### src/rtl/button_event_if.sv
// button_event_if: debounced button level in, event pulses and hold status out.
// The master drives btn_level and the slave (button_event) drives the event outputs.
interface button_event_if;
  logic       btn_level;
  logic       press_pulse;
  logic       release_pulse;
  logic       long_pulse;
  logic       repeat_pulse;
  logic       held;
  logic [7:0] repeat_count;

  modport master (
    output btn_level,
    input  press_pulse,
    input  release_pulse,
    input  long_pulse,
    input  repeat_pulse,
    input  held,
    input  repeat_count
  );

  modport slave (
    input  btn_level,
    output press_pulse,
    output release_pulse,
    output long_pulse,
    output repeat_pulse,
    output held,
    output repeat_count
  );
endinterface

### src/rtl/button_event.sv
// button_event: debounced level -> press/release/long/repeat one-cycle pulses.
// Optional auto-repeat while held is built when BUTTON_EVENT_REPEAT_EN is defined.
module button_event #(
  parameter int CNT_W         = 26,
  parameter int LONG_CYCLES   = 25_000_000,
  parameter int REPEAT_CYCLES = 10_000_000
) (
  input logic          clk,
  input logic          rst,
  button_event_if.slave bus
);

  if (LONG_CYCLES < 2 || REPEAT_CYCLES < 2 ||
      longint'(LONG_CYCLES) >= (64'd1 << CNT_W) ||
      longint'(REPEAT_CYCLES) >= (64'd1 << CNT_W)) begin : g_cfg_err
    $error("button_event: LONG/REPEAT_CYCLES out of range");
  end

  typedef enum logic [1:0] {
    S_IDLE,
    S_PRESS,
    S_HOLD
  } state_t;

  localparam logic [CNT_W-1:0] LONG_LAST = CNT_W'(LONG_CYCLES - 1);

  state_t           r_state;
  state_t           w_state_nxt;
  logic [CNT_W-1:0] r_cnt;
  logic [CNT_W-1:0] w_cnt_nxt;
  logic             r_press;
  logic             r_release;
  logic             r_long;
  logic             r_held;
  logic             w_press;
  logic             w_release;
  logic             w_long;
  logic             w_held_nxt;
  logic             w_long_hit;

  assign w_long_hit = (r_cnt == LONG_LAST);

`ifdef BUTTON_EVENT_REPEAT_EN
  localparam logic [CNT_W-1:0] REP_LAST = CNT_W'(REPEAT_CYCLES - 1);

  logic       r_repeat;
  logic       w_repeat;
  logic [7:0] r_rc;
  logic [7:0] w_rc_nxt;
  logic       w_rep_hit;

  assign w_rep_hit = (r_cnt == REP_LAST);
`endif

  always_ff @(posedge clk) begin
    if (rst) begin
      r_state   <= S_IDLE;
      r_cnt     <= '0;
      r_press   <= 1'b0;
      r_release <= 1'b0;
      r_long    <= 1'b0;
      r_held    <= 1'b0;
`ifdef BUTTON_EVENT_REPEAT_EN
      r_repeat  <= 1'b0;
      r_rc      <= '0;
`endif
    end else begin
      r_state   <= w_state_nxt;
      r_cnt     <= w_cnt_nxt;
      r_press   <= w_press;
      r_release <= w_release;
      r_long    <= w_long;
      r_held    <= w_held_nxt;
`ifdef BUTTON_EVENT_REPEAT_EN
      r_repeat  <= w_repeat;
      r_rc      <= w_rc_nxt;
`endif
    end
  end

  always_comb begin
    w_state_nxt = r_state;
    unique case (r_state)
      S_IDLE: begin
        if (bus.btn_level) w_state_nxt = S_PRESS;
      end
      S_PRESS: begin
        if (!bus.btn_level) w_state_nxt = S_IDLE;
        else if (w_long_hit) w_state_nxt = S_HOLD;
      end
      S_HOLD: begin
        if (!bus.btn_level) w_state_nxt = S_IDLE;
      end
      default: w_state_nxt = S_IDLE;
    endcase
  end

  // Next registered outputs; release is tested first so it beats thresholds.
  always_comb begin
    w_press    = 1'b0;
    w_release  = 1'b0;
    w_long     = 1'b0;
    w_held_nxt = r_held;
    w_cnt_nxt  = r_cnt;
`ifdef BUTTON_EVENT_REPEAT_EN
    w_repeat   = 1'b0;
    w_rc_nxt   = r_rc;
`endif
    unique case (r_state)
      S_IDLE: begin
        if (bus.btn_level) begin
          w_press   = 1'b1;
          w_cnt_nxt = '0;
`ifdef BUTTON_EVENT_REPEAT_EN
          w_rc_nxt  = '0;
`endif
        end
      end
      S_PRESS: begin
        if (!bus.btn_level) begin
          w_release = 1'b1;
          w_cnt_nxt = '0;
        end else if (w_long_hit) begin
          w_long     = 1'b1;
          w_held_nxt = 1'b1;
          w_cnt_nxt  = '0;
        end else begin
          w_cnt_nxt = r_cnt + 1'b1;
        end
      end
      S_HOLD: begin
        if (!bus.btn_level) begin
          w_release  = 1'b1;
          w_held_nxt = 1'b0;
          w_cnt_nxt  = '0;
        end else begin
`ifdef BUTTON_EVENT_REPEAT_EN
          if (w_rep_hit) begin
            w_repeat  = 1'b1;
            w_cnt_nxt = '0;
            w_rc_nxt  = (r_rc == 8'hFF) ? r_rc : r_rc + 8'd1;
          end else begin
            w_cnt_nxt = r_cnt + 1'b1;
          end
`else
          w_cnt_nxt = '0;
`endif
        end
      end
      default: begin
        w_held_nxt = 1'b0;
        w_cnt_nxt  = '0;
      end
    endcase
  end

  assign bus.press_pulse   = r_press;
  assign bus.release_pulse = r_release;
  assign bus.long_pulse    = r_long;
  assign bus.held          = r_held;

`ifdef BUTTON_EVENT_REPEAT_EN
  assign bus.repeat_pulse  = r_repeat;
  assign bus.repeat_count  = r_rc;
`else
  assign bus.repeat_pulse  = 1'b0;
  assign bus.repeat_count  = 8'd0;
`endif

endmodule

### src/flat_wrapper.sv
// flat-port wrapper written by rule: the top's interface ports become plain ports
module button_event_flat 
#(
  parameter int CNT_W         = 26,
  parameter int LONG_CYCLES   = 25_000_000,
  parameter int REPEAT_CYCLES = 10_000_000
)
  (clk, rst, bus_btn_level, bus_press_pulse, bus_release_pulse, bus_long_pulse, bus_repeat_pulse, bus_held, bus_repeat_count);
  button_event_if bus_i ();
  input logic clk;
  input logic rst;
  input wire logic [$bits(bus_i.btn_level)-1:0] bus_btn_level;
  output wire logic [$bits(bus_i.press_pulse)-1:0] bus_press_pulse;
  output wire logic [$bits(bus_i.release_pulse)-1:0] bus_release_pulse;
  output wire logic [$bits(bus_i.long_pulse)-1:0] bus_long_pulse;
  output wire logic [$bits(bus_i.repeat_pulse)-1:0] bus_repeat_pulse;
  output wire logic [$bits(bus_i.held)-1:0] bus_held;
  output wire logic [$bits(bus_i.repeat_count)-1:0] bus_repeat_count;
  assign bus_i.btn_level = bus_btn_level;
  assign bus_press_pulse = bus_i.press_pulse;
  assign bus_release_pulse = bus_i.release_pulse;
  assign bus_long_pulse = bus_i.long_pulse;
  assign bus_repeat_pulse = bus_i.repeat_pulse;
  assign bus_held = bus_i.held;
  assign bus_repeat_count = bus_i.repeat_count;
  button_event #(.CNT_W(CNT_W), .LONG_CYCLES(LONG_CYCLES), .REPEAT_CYCLES(REPEAT_CYCLES)) u_core (.clk(clk), .rst(rst), .bus(bus_i));
endmodule
### config.mk
export PLATFORM = sky130hd
export DESIGN_NAME = button_event_flat
export DESIGN_NICKNAME = d
export VERILOG_FILES = /design/src/rtl/button_event_if.sv /design/src/rtl/button_event.sv /design/src/flat_wrapper.sv
export SDC_FILE = /design/constraint.sdc
export NUM_CORES = 1
export LEC_CHECK = 0
export BUFFER_PORTS_ARGS = -buffer_cell sky130_fd_sc_hd__buf_2
export CAP_MARGIN = 20
export CORE_AREA = 2 2 46 80
export CTS_CLUSTER_DIAMETER = 40
export DETAILED_ROUTE_END_ITERATION = 8
export DIE_AREA = 0 0 48 82
export PLACE_DENSITY = 0.72
export SETUP_SLACK_MARGIN = 0.2
export SYNTH_ARGS = -nofsm -noshare
export SYNTH_HDL_FRONTEND = slang
export SYNTH_SLANG_ARGS = --single-unit
### constraint.sdc
create_clock -name clk -period 2.3 [get_ports clk]
set_input_delay 0.345 -clock clk [delete_from_list [all_inputs] [get_ports clk]]
set_output_delay 0.345 -clock clk [all_outputs]
set_load 0.005 [all_outputs]
==> results of run 1 <==
sequential cells by signal, summed over array words and instances, names as in the netlist:
register	count
u_core.bus.press_pulse	1
u_core.r_state	2
u_core.r_cnt	26
u_core.bus.release_pulse	1
u_core.bus.held	1
u_core.bus.long_pulse	1
stage by stage:
step	total power, uW	utilization (%)	area (um2)	setup slack, ns
3_3_place_gp	689.3	52.56	1749	0.2456
5_1_grt	1162	55.53	1848	0.1637
2_1_floorplan	672.4	-	1738	0.1946
3_5_place_dp	691.1	52.56	1749	0.1891
6_report	1116	55.53	1848	0.2400
4_1_cts	1121	55.49	1847	0.2104
placed cells by master (no fill, tap or decap), types with 5 or more instances in the layout:
cell type  synthesis  layout
a21oi_1            6       6
buf_2              0       6
buf_4             10       5
clkbuf_8           0       6
conb_1             1       9
dfxtp_1           32      29
inv_1              7       7
nand2_1           12      12
nand3_1            6       6
nand4_1            9       9
nor2_1            28      28
nor3_2             0       5
xnor2_1           16      16
xor2_1             6       6
cell families after synthesis:
kind of cell	after synthesis	synth area share, %
other	1	0.2286
XOR/XNOR	22	11.75
flip-flops	32	39.05
adder cells (fa/ha/maj)	4	3.051
AO/OA/AOI/OAI	19	7.247
buffers and inverters	25	8.467
AND/OR/NAND/NOR	91	30.21
report_power, final:
group | internal [uW] | switching, uW
logic | 40.2 | 67.2
registers | 564 | 7.66
clock network | 244 | 193
total | 848 | 267
per-layer routing:
layer / up-vias / GRT usage, %
met5: - / 0
met4: 0 / 11.08
met3: 12 / 4.835
met2: 41 / 36.00
met1: 623 / 19.38
li1: 669 / -
worst register-to-register path, stage by stage, from the launching register on:
cell and delay (ns):
dfxtp_1 0.39, nand4_2 0.17, or4_4 0.58, or2_4 0.26
or4_1 0.46, a21oi_1 0.14
layout make-up:
type                    count  area [um2]
flip-flops and latches     32       644.4
inverters                   7       26.28
well taps                  45       56.30
repair buffers             12       87.58
clock buffers               8       90.09
multi-input cells         145       943.4
fillers                   311        1480
worst paths after layout:
path	end	slack, ns	cells after the start
max	u_core.r_cnt[21]	0.24	5
min	u_core.bus.release_pulse	0.37	2
max reg2reg	u_core.r_cnt[21]	0.24	5
min reg2reg	u_core.r_cnt[1]	0.49	2
==> run summary, run 1 <==
status - finished clean
Area Growth Syn to Fin - 12.66%
CTS tree - done
hold crit path type - primary input to flop
Total GRT Usage - 20.06%
routed length per instance - 13.96 um
residual overflow from global routing - 0
Synth area leader - dfxtp_1
hold slack final - 0.3702 ns
Fin. Hold Viols - 0
LEAKAGE - 0.0006232 uW
nets - 210
worst skew pair latency - 0.27 ns
max layer used - met4
number of H-tree levels - 2
post-CTS setup buffer count - 0
Crit-path slowest cell - or4_4
met3 wire length - 120 um
Synth area leaders - dfxtp_1 (39%), xnor2_1 (8.5%), nor2_1 (6.4%), buf_4 (4.6%), nand4_1 (3.4%)
FFs w/ async S/R, synth - 0%
placed instance count - 241
Post-Route WL - 3475 um
max frequency - 485.4 MHz
CP max FO - 5
CTS clk-pin slew, worst paths - 0.06 ns
non-filler cells, final - 249
clock buffer depth - 2
WP data required - 2.51 ns
crit-path leading delay family - simple AND/OR/NAND/NOR gates
hold buffer count at cts - 0
Core ar. - 3328 um2
Die H - 82 um
Port Buffer Count - 6
pin count of the biggest net entering global routing - 25
# rows - 28
via count - 1345
worst vdd ir - 347.6 uV
Ys Warns - 0
skew final - 0.002352 ns
CTS Buf Count - 5
synth cell count leaders - dfxtp_1 (32), nor2_1 (28), xnor2_1 (16)
number of global-route vias before repair - 1275
slew margin rel. - 59.76%
Synth top area share - 39.05%
root buffer cell - clkbuf_8
HP Start - bus_btn_level
MaxCap Viol Count - 0
Synth Instances - 194
WP data arrival - 2.27 ns
Starting Density - 49.29%
gpl congestion - 0.7701
Avg Vias per Cell - 5.402
share of cells above drive strength 1 - 17.16%
post_cts resized - 2
I/O pin total - 16
Routed Antenna Nets - 0
cell area after synthesis - 1640 um2
Die ar. - 3936 um2
RSZ-0062 raised after global routing - yes
CP Cell Sequence - nand4_2 -> or4_4 -> or2_4 -> or4_1 -> a21oi_1
M1 WL - 1327 um
Post-Syn Area per Cell - 8.455 um2
Final Slew Violations - 0
routed length on met2 - 1896 um
register area share after synthesis - 39.05%
Tightest Pin Transition - 0.5980 ns
Worst setup EP type - flop
Top FF cell, synth - dfxtp_1
Setup Viol. Count Final - 0
initial antenna violation count - 0
TritonRoute pass-1 iters - 4
DR DRC count - 0
Tcrit/Tclk final - 89.57%
RR Startpoint - u_core.r_cnt[7]
initial drt markers - 47
first-pass GRT wire length - 5520 um
worst path bufs/invs - 0
slowest cell delay on critical path - 0.57 ns
crit path kind - flop to flop
min cycle time layout - 2.060 ns
startpoint types - flop
Post-DP HPWL - 2532 um
Post-synth EDFFs - 0
Setup TNS - 0 ns
most common cell in the netlist - dfxtp_1
Die X - 48 um
clk sinks - 32
Yosys reg bits - 32
power density cells - 603.7 nW/um2
Setup crit start - u_core.r_cnt[7]
antenna fix cells - 0
Yosys cell types - 40
Power figures use the tool's default switching activity.
==> run 2, diff against run 1 <==
Settings changed: CORE_AREA 2 2 46 80 to 2 2 42 74, DIE_AREA 0 0 48 82 to 0 0 44 76, PLACE_DENSITY 0.72 to 0.8.
Clock period 2.3 ns to 2.6 ns, I/O delays scaled along.
==> run 2 against run 1 <==
Effect of this change: hold slack better by 0.020 ns; fmax shrank 10%; power is 10% lower; first-iteration DRC count is 15% higher; setup slack better by 0.059 ns; wire length is 3.5% lower; final area fell by 5.8%; count of clock-buffer cells in the layout shrank 1.
==> run summary, run 2 (synthesis results as in run 1) <==
status - finished clean
min cycle time layout - 2.301 ns (+0.2408 ns)
clk sinks - 32 (unchanged)
Worst setup EP type - flop
gr busiest metal - met2
max FFs per register - 26 (unchanged)
Multi-input gate area - 890.9 um2 (-5.6%)
HP Start - bus_btn_level
fraction of power consumed by the clock network - 40.5% (+1.4 points)
Die H - 76 um (-7.3%)
hold crit path type - primary input to flop
Worst Hold Depth - 2 (unchanged)
switch share - 23.60% (-0.38 points)
Area Growth Syn to Fin - 6.178%
RSZ-0062 raised after global routing - no
post_cts resized - 0 (-2)
RR Startpoint - u_core.r_state[0]
Final Core Density - 62.25% (+6.7 points)
commonest non-fill, non-tap cell in the layout - dfxtp_1
first-pass GRT wire length - 5437 um (-1.5%)
Core ar. - 2798 um2 (-16%)
FF+latch area - 640.6 um2 (-0.58%)
sw power - 236.1 uW (-12%)
routed length per instance - 14.70 um (+5.3%)
MaxCap Viol Count - 0 (unchanged)
Die ar. - 3344 um2 (-15%)
skew final - 0.006486 ns (+0.004134 ns)
Starting Density - 58.63% (+9.3 points)
Port Buffer Count - 6 (unchanged)
TritonRoute pass-1 iters - 4 (unchanged)
CTS clk-pin slew, worst paths - 0.07 ns (about the same)
met2 GRT Util - 37.21% (+1.2 points)
initial drt markers - 54 (+15%)
leading cell types in the layout, fill and taps excluded - dfxtp_1 (32), nor2_1 (28), xnor2_1 (16)
Tcrit/Tclk final - 88.49% (-1.1 points)
CTS tree - done
number of H-tree levels - 2 (unchanged)
number of global-route vias before repair - 1332 (+4.5%)
Final Slew Violations - 0 (unchanged)
worst hold path endpoint - u_core.bus.release_pulse
antenna fix cells - 0 (unchanged)
Tightest Pin Transition - 0.4984 ns (-0.09959 ns)
I/O pin total - 16 (unchanged)
Routed Antenna Nets - 0 (unchanged)
hold buffer count at cts - 0 (unchanged)
Fillers - 237 (-24%)
Reg2Reg Depth - 7 (+2)
LEAKAGE - 0.0005868 uW (-5.8%)
worst skew pair latency - 0.28 ns (about the same)
Setup TNS - 0 ns (unchanged)
gpl congestion - 0.9029 (+17%)
WP data required - 2.76 ns (+0.25 ns)
met3 Track Usage GR - 5.924% (+1.1 points)
via count - 1392 (+3.5%)
Avg Vias per Cell - 6.105 (+13%)
root buffer cell - clkbuf_8
nets - 207 (-1.4%)
max frequency - 434.6 MHz (-10%)
met1 Usage GRT - 19.94% (+0.56 points)
crit path kind - flop to flop
sequential share of power - 50.5% (-0.8 points)
worst reg-to-reg setup slack - 0.30 ns (+0.06 ns)
slew margin rel. - 66.46% (+6.7 points)
pin count of the biggest net entering global routing - 25 (unchanged)
Post-DP HPWL - 2463 um (-2.7%)
Pint - 764.4 uW (-9.9%)
Setup crit start - u_core.r_state[0]
residual overflow from global routing - 0 (unchanged)
Setup Viol. Count Final - 0 (unchanged)
Top reg by flops - u_core.r_cnt
CTS Buf Count - 5 (unchanged)
Logic pwr share - 9.1% (-0.5 points)
Fin. Hold Viols - 0 (unchanged)
clock buffer depth - 2 (unchanged)
worst vdd ir - 404.4 uV (+16%)
# rows - 26 (-7.1%)
power density cells - 574.4 nW/um2 (-4.9%)
startpoint types - flop
biggest regs - u_core.r_cnt x26, u_core.r_state x2
Total GRT Usage - 21.22% (+1.2 points)
initial antenna violation count - 0 (unchanged)
post-CTS setup buffer count - 0 (unchanged)
CP max FO - 7 (+2)
hold slack final - 0.3902 ns (+0.01997 ns)
Post-Route WL - 3352 um (-3.5%)
WP data arrival - 2.46 ns (+0.19 ns)
share of cells above drive strength 1 - 11.00% (-6.2 points)
Reg-to-Reg End - u_core.r_cnt[20]
Die X - 44 um (-8.3%)
DR DRC count - 0 (unchanged)
run 2: changes by cell type in the layout (fill, tap and decap cells not counted), moves of 2 or more:
cell	delta
dfxtp_2	-3
buf_4	-2
or4b_4	-2
nor3_2	-5
nor3_1	+6
dfxtp_1	+3
or4b_2	+2
clkbuf_1	-2
run 2: worst max path at each step:
stage,end,slack [ns],cells past startpoint
after floorplan,u_core.r_cnt[22],0.36,9
after global placement,u_core.r_cnt[24],0.44,7
after detailed placement,u_core.r_cnt[22],0.37,7
after CTS,u_core.r_cnt[20],0.33,7
after global routing,u_core.r_cnt[15],0.23,7
final,u_core.r_cnt[20],0.30,7
run 2: worst max-delay path, stage by stage (launching register included):
cell     delay, ns
dfxtp_1       0.37
inv_1         0.07
ha_1          0.26
nor2b_1       0.17
or4b_2        0.78
nor3_1        0.30
xnor2_1       0.17
nor2_1        0.06
run 2: layout make-up:
cell class | instances | area share (%)
flip-flops and latches | 32 | 36.78
well taps | 28 | 2.011
inverters | 7 | 1.509
clock buffers | 7 | 5.532
multi-input cells | 145 | 51.15
repair buffers | 9 | 3.017
run 2: power by group through the flow:
| stage | combinational (uW) | clock [uW] | sequential (uW) |
|---|---|---|---|
| 2_1_floorplan | 78.5 | 0 | 515 |
| 3_3_place_gp | 84.5 | 0 | 515 |
| 3_5_place_dp | 88.2 | 0 | 516 |
| 4_1_cts | 89.1 | 411 | 505 |
| 5_1_grt | 102 | 435 | 506 |
| 6_report | 90.6 | 405 | 505 |
run 2: per-stage QoR:
| step | instances | area, um2 | power [uW] | setup WS, ns |
|---|---|---|---|---|
| 6_report | 228 | 1742 | 1000 | 0.2992 |
| 5_1_grt | 228 | 1742 | 1043 | 0.2316 |
| 4_1_cts | 228 | 1742 | 1004 | 0.3297 |
| 3_5_place_dp | 221 | 1645 | 603.9 | 0.3706 |
| 3_3_place_gp | 221 | 1645 | 599.4 | 0.4391 |
| 2_1_floorplan | 202 | 1670 | 593.3 | 0.3623 |
run 2: per-layer routing:
| layer | up-vias | wire length, um |
|---|---|---|
| met3 | 14 | 139 |
| met5 | - | 0 |
| li1 | 664 | - |
| met4 | 0 | 148 |
| met1 | 667 | 1225 |
| met2 | 47 | 1838 |
==> run 3, diff against run 2 <==
Settings changed: GPL_TIMING_DRIVEN set to 0.
==> run 3 against run 2 <==
Effect of this change: wire length is 11% higher; via count increased by 1.8%; final area rose by 10%; non-clock buffer count grew 14; setup slack worse by 0.032 ns; core utilization rose by 6.2 points; count of clock-buffer cells in the layout unchanged; combinational power increased by 15%; flip-flop and latch count did not move; hold slack got worse by 0.050 ns; largest cell class unchanged; largest power group is now the clock network; highest routed layer unchanged.
==> run summary, run 3 (synthesis results as in run 1) <==
status - finished clean
Multi-input gate area - 938.4 um2 (+5.3%)
M1 WL - 1353 um (+10%)
Top reg by flops - u_core.r_cnt
worst skew pair latency - 0.29 ns (about the same)
CP max FO - 9 (+2)
hold slack final - 0.3401 ns (-0.05012 ns)
hold crit path type - primary input to flop
number of H-tree levels - 2 (unchanged)
number of global-route vias before repair - 1440 (+8.1%)
MaxCap Viol Count - 0 (unchanged)
max FFs per register - 26 (unchanged)
root buffer cell - clkbuf_8
routed length per instance - 15.28 um (+3.9%)
crit path kind - flop to flop
Setup crit start - u_core.r_state[1]
max frequency - 428.7 MHz (-1.4%)
nets - 221 (+6.8%)
skew final - 0.007364 ns (+0.0008784 ns)
LEAKAGE - 0.0006797 uW (+16%)
Setup TNS - 0 ns (unchanged)
RSZ-0062 raised after global routing - no
Routed Antenna Nets - 0 (unchanged)
via count - 1417 (+1.8%)
power density cells - 590.0 nW/um2 (+2.7%)
gpl congestion - 0.8218 (-9.0%)
startpoint types - flop
Avg Vias per Cell - 5.831 (-4.5%)
CTS clk-pin slew, worst paths - 0.07 ns (about the same)
Die X - 44 um (unchanged)
Total GRT Usage - 24.52% (+3.3 points)
WP data required - 2.77 ns (about the same)
WP data arrival - 2.51 ns (+0.05 ns)
Tcrit/Tclk final - 89.73% (+1.2 points)
RR Startpoint - u_core.r_state[1]
pin count of the biggest net entering global routing - 11 (-56%)
min cycle time layout - 2.333 ns (+0.03208 ns)
met3 wire length - 148 um (+6.5%)
initial drt markers - 46 (-15%)
clock buffer depth - 2 (unchanged)
leading cell types in the layout, fill and taps excluded - dfxtp_1 (31), nor2_1 (28), xnor2_1 (16)
CTS tree - done
worst vdd ir - 609.1 uV (+51%)
clk sinks - 32 (unchanged)
Post-Route WL - 3713 um (+11%)
Setup Viol. Count Final - 0 (unchanged)
biggest regs - u_core.r_cnt x26, u_core.r_state x2
first-pass GRT wire length - 6272 um (+15%)
FF+latch area - 641.9 um2 (+0.20%)
Final Slew Violations - 0 (unchanged)
TritonRoute pass-1 iters - 4 (unchanged)
share of cells above drive strength 1 - 20.00% (+9.0 points)
Fillers - 236 (-0.42%)
Worst setup EP type - flop
I/O pin total - 16 (unchanged)
max layer used - met4
initial antenna violation count - 0 (unchanged)
routed length on met2 - 2074 um (+13%)
DR DRC count - 0 (unchanged)
Core ar. - 2798 um2 (unchanged)
CTS Buf Count - 5 (unchanged)
Area Growth Syn to Fin - 16.78%
# rows - 26 (unchanged)
Port Buffer Count - 5 (-1)
commonest non-fill, non-tap cell in the layout - dfxtp_1
Die H - 76 um (unchanged)
residual overflow from global routing - 0 (unchanged)
Fin. Hold Viols - 0 (unchanged)
antenna fix cells - 0 (unchanged)
Post-DP HPWL - 2536 um (+2.9%)
Starting Density - 58.63% (unchanged)
Die ar. - 3344 um2 (unchanged)
HP Start - bus_btn_level
-- run 3: through the flow --
step / cell area, um2 / total power (uW) / instances / setup slack (ns) / util (%)
floorplan: 1670 / 593.3 / 202 / 0.3623 / -
global placement: 1730 / 613.2 / 235 / 0.1901 / 61.85
detailed placement: 1730 / 616.1 / 235 / 0.1456 / 61.85
CTS: 1896 / 1131 / 243 / 0.1940 / 67.75
global route: 1916 / 1178 / 243 / 0.2024 / 68.47
finish: 1916 / 1130 / 243 / 0.2671 / 68.47
-- run 3: what timing repair did --
| item | in CTS | in global routing |
|---|---|---|
| setup endpoints to repair | 7 | 22 |
| pin swaps | 0 | 0 |
| buffers inserted | 0 | 0 |
| resized for setup | 10 | 8 |
| hold buffers | 0 | 0 |
-- run 3: report_power, final --
group | leakage [uW] | switching, uW | internal (uW)
registers | 0.000259 | 6.85 | 499
logic | 0.000357 | 61.6 | 42.4
clock network | 0.0000645 | 182 | 338
total | 0.000680 | 251 | 879
-- run 3: area by class of cell --
| cell class | count | share of cell area [%] |
|---|---|---|
| Sequential cell | 32 | 33.51 |
| Clock buffer | 7 | 5.029 |
| Timing Repair Buffer | 5 | 1.306 |
| Tap cell | 28 | 1.829 |
| Buffer | 18 | 6.401 |
| Multi-Input combinational cell | 145 | 48.99 |
| Clock inverter | 1 | 1.568 |
| Inverter | 7 | 1.372 |
-- run 3: final timing paths --
| path | slack, ns | end | depth (start not counted) |
|---|---|---|---|
| worst max-delay path | 0.27 | u_core.r_cnt[15] | 9 |
| worst min-delay path | 0.34 | u_core.bus.release_pulse | 2 |
| worst max register to register | 0.27 | u_core.r_cnt[15] | 9 |
| worst min register to register | 0.51 | u_core.r_state[0] | 2 |
-- run 3: layer usage --
metal | up-vias | track usage (%)
met5 | - | 0
met1 | 667 | 25.38
met3 | 14 | 5.687
met2 | 44 | 42.79
li1 | 692 | -
met4 | 0 | 13.33
-- run 3: worst max-delay path, cell delays in order (launching register included) --
cell and delay [ns]:
dfxtp_1 0.37, inv_1 0.08, ha_2 0.21, nor2b_1 0.15, buf_6 0.13, or4b_2 0.67
clkbuf_4 0.20, nor3_2 0.19, xnor2_1 0.15, nor2_1 0.06
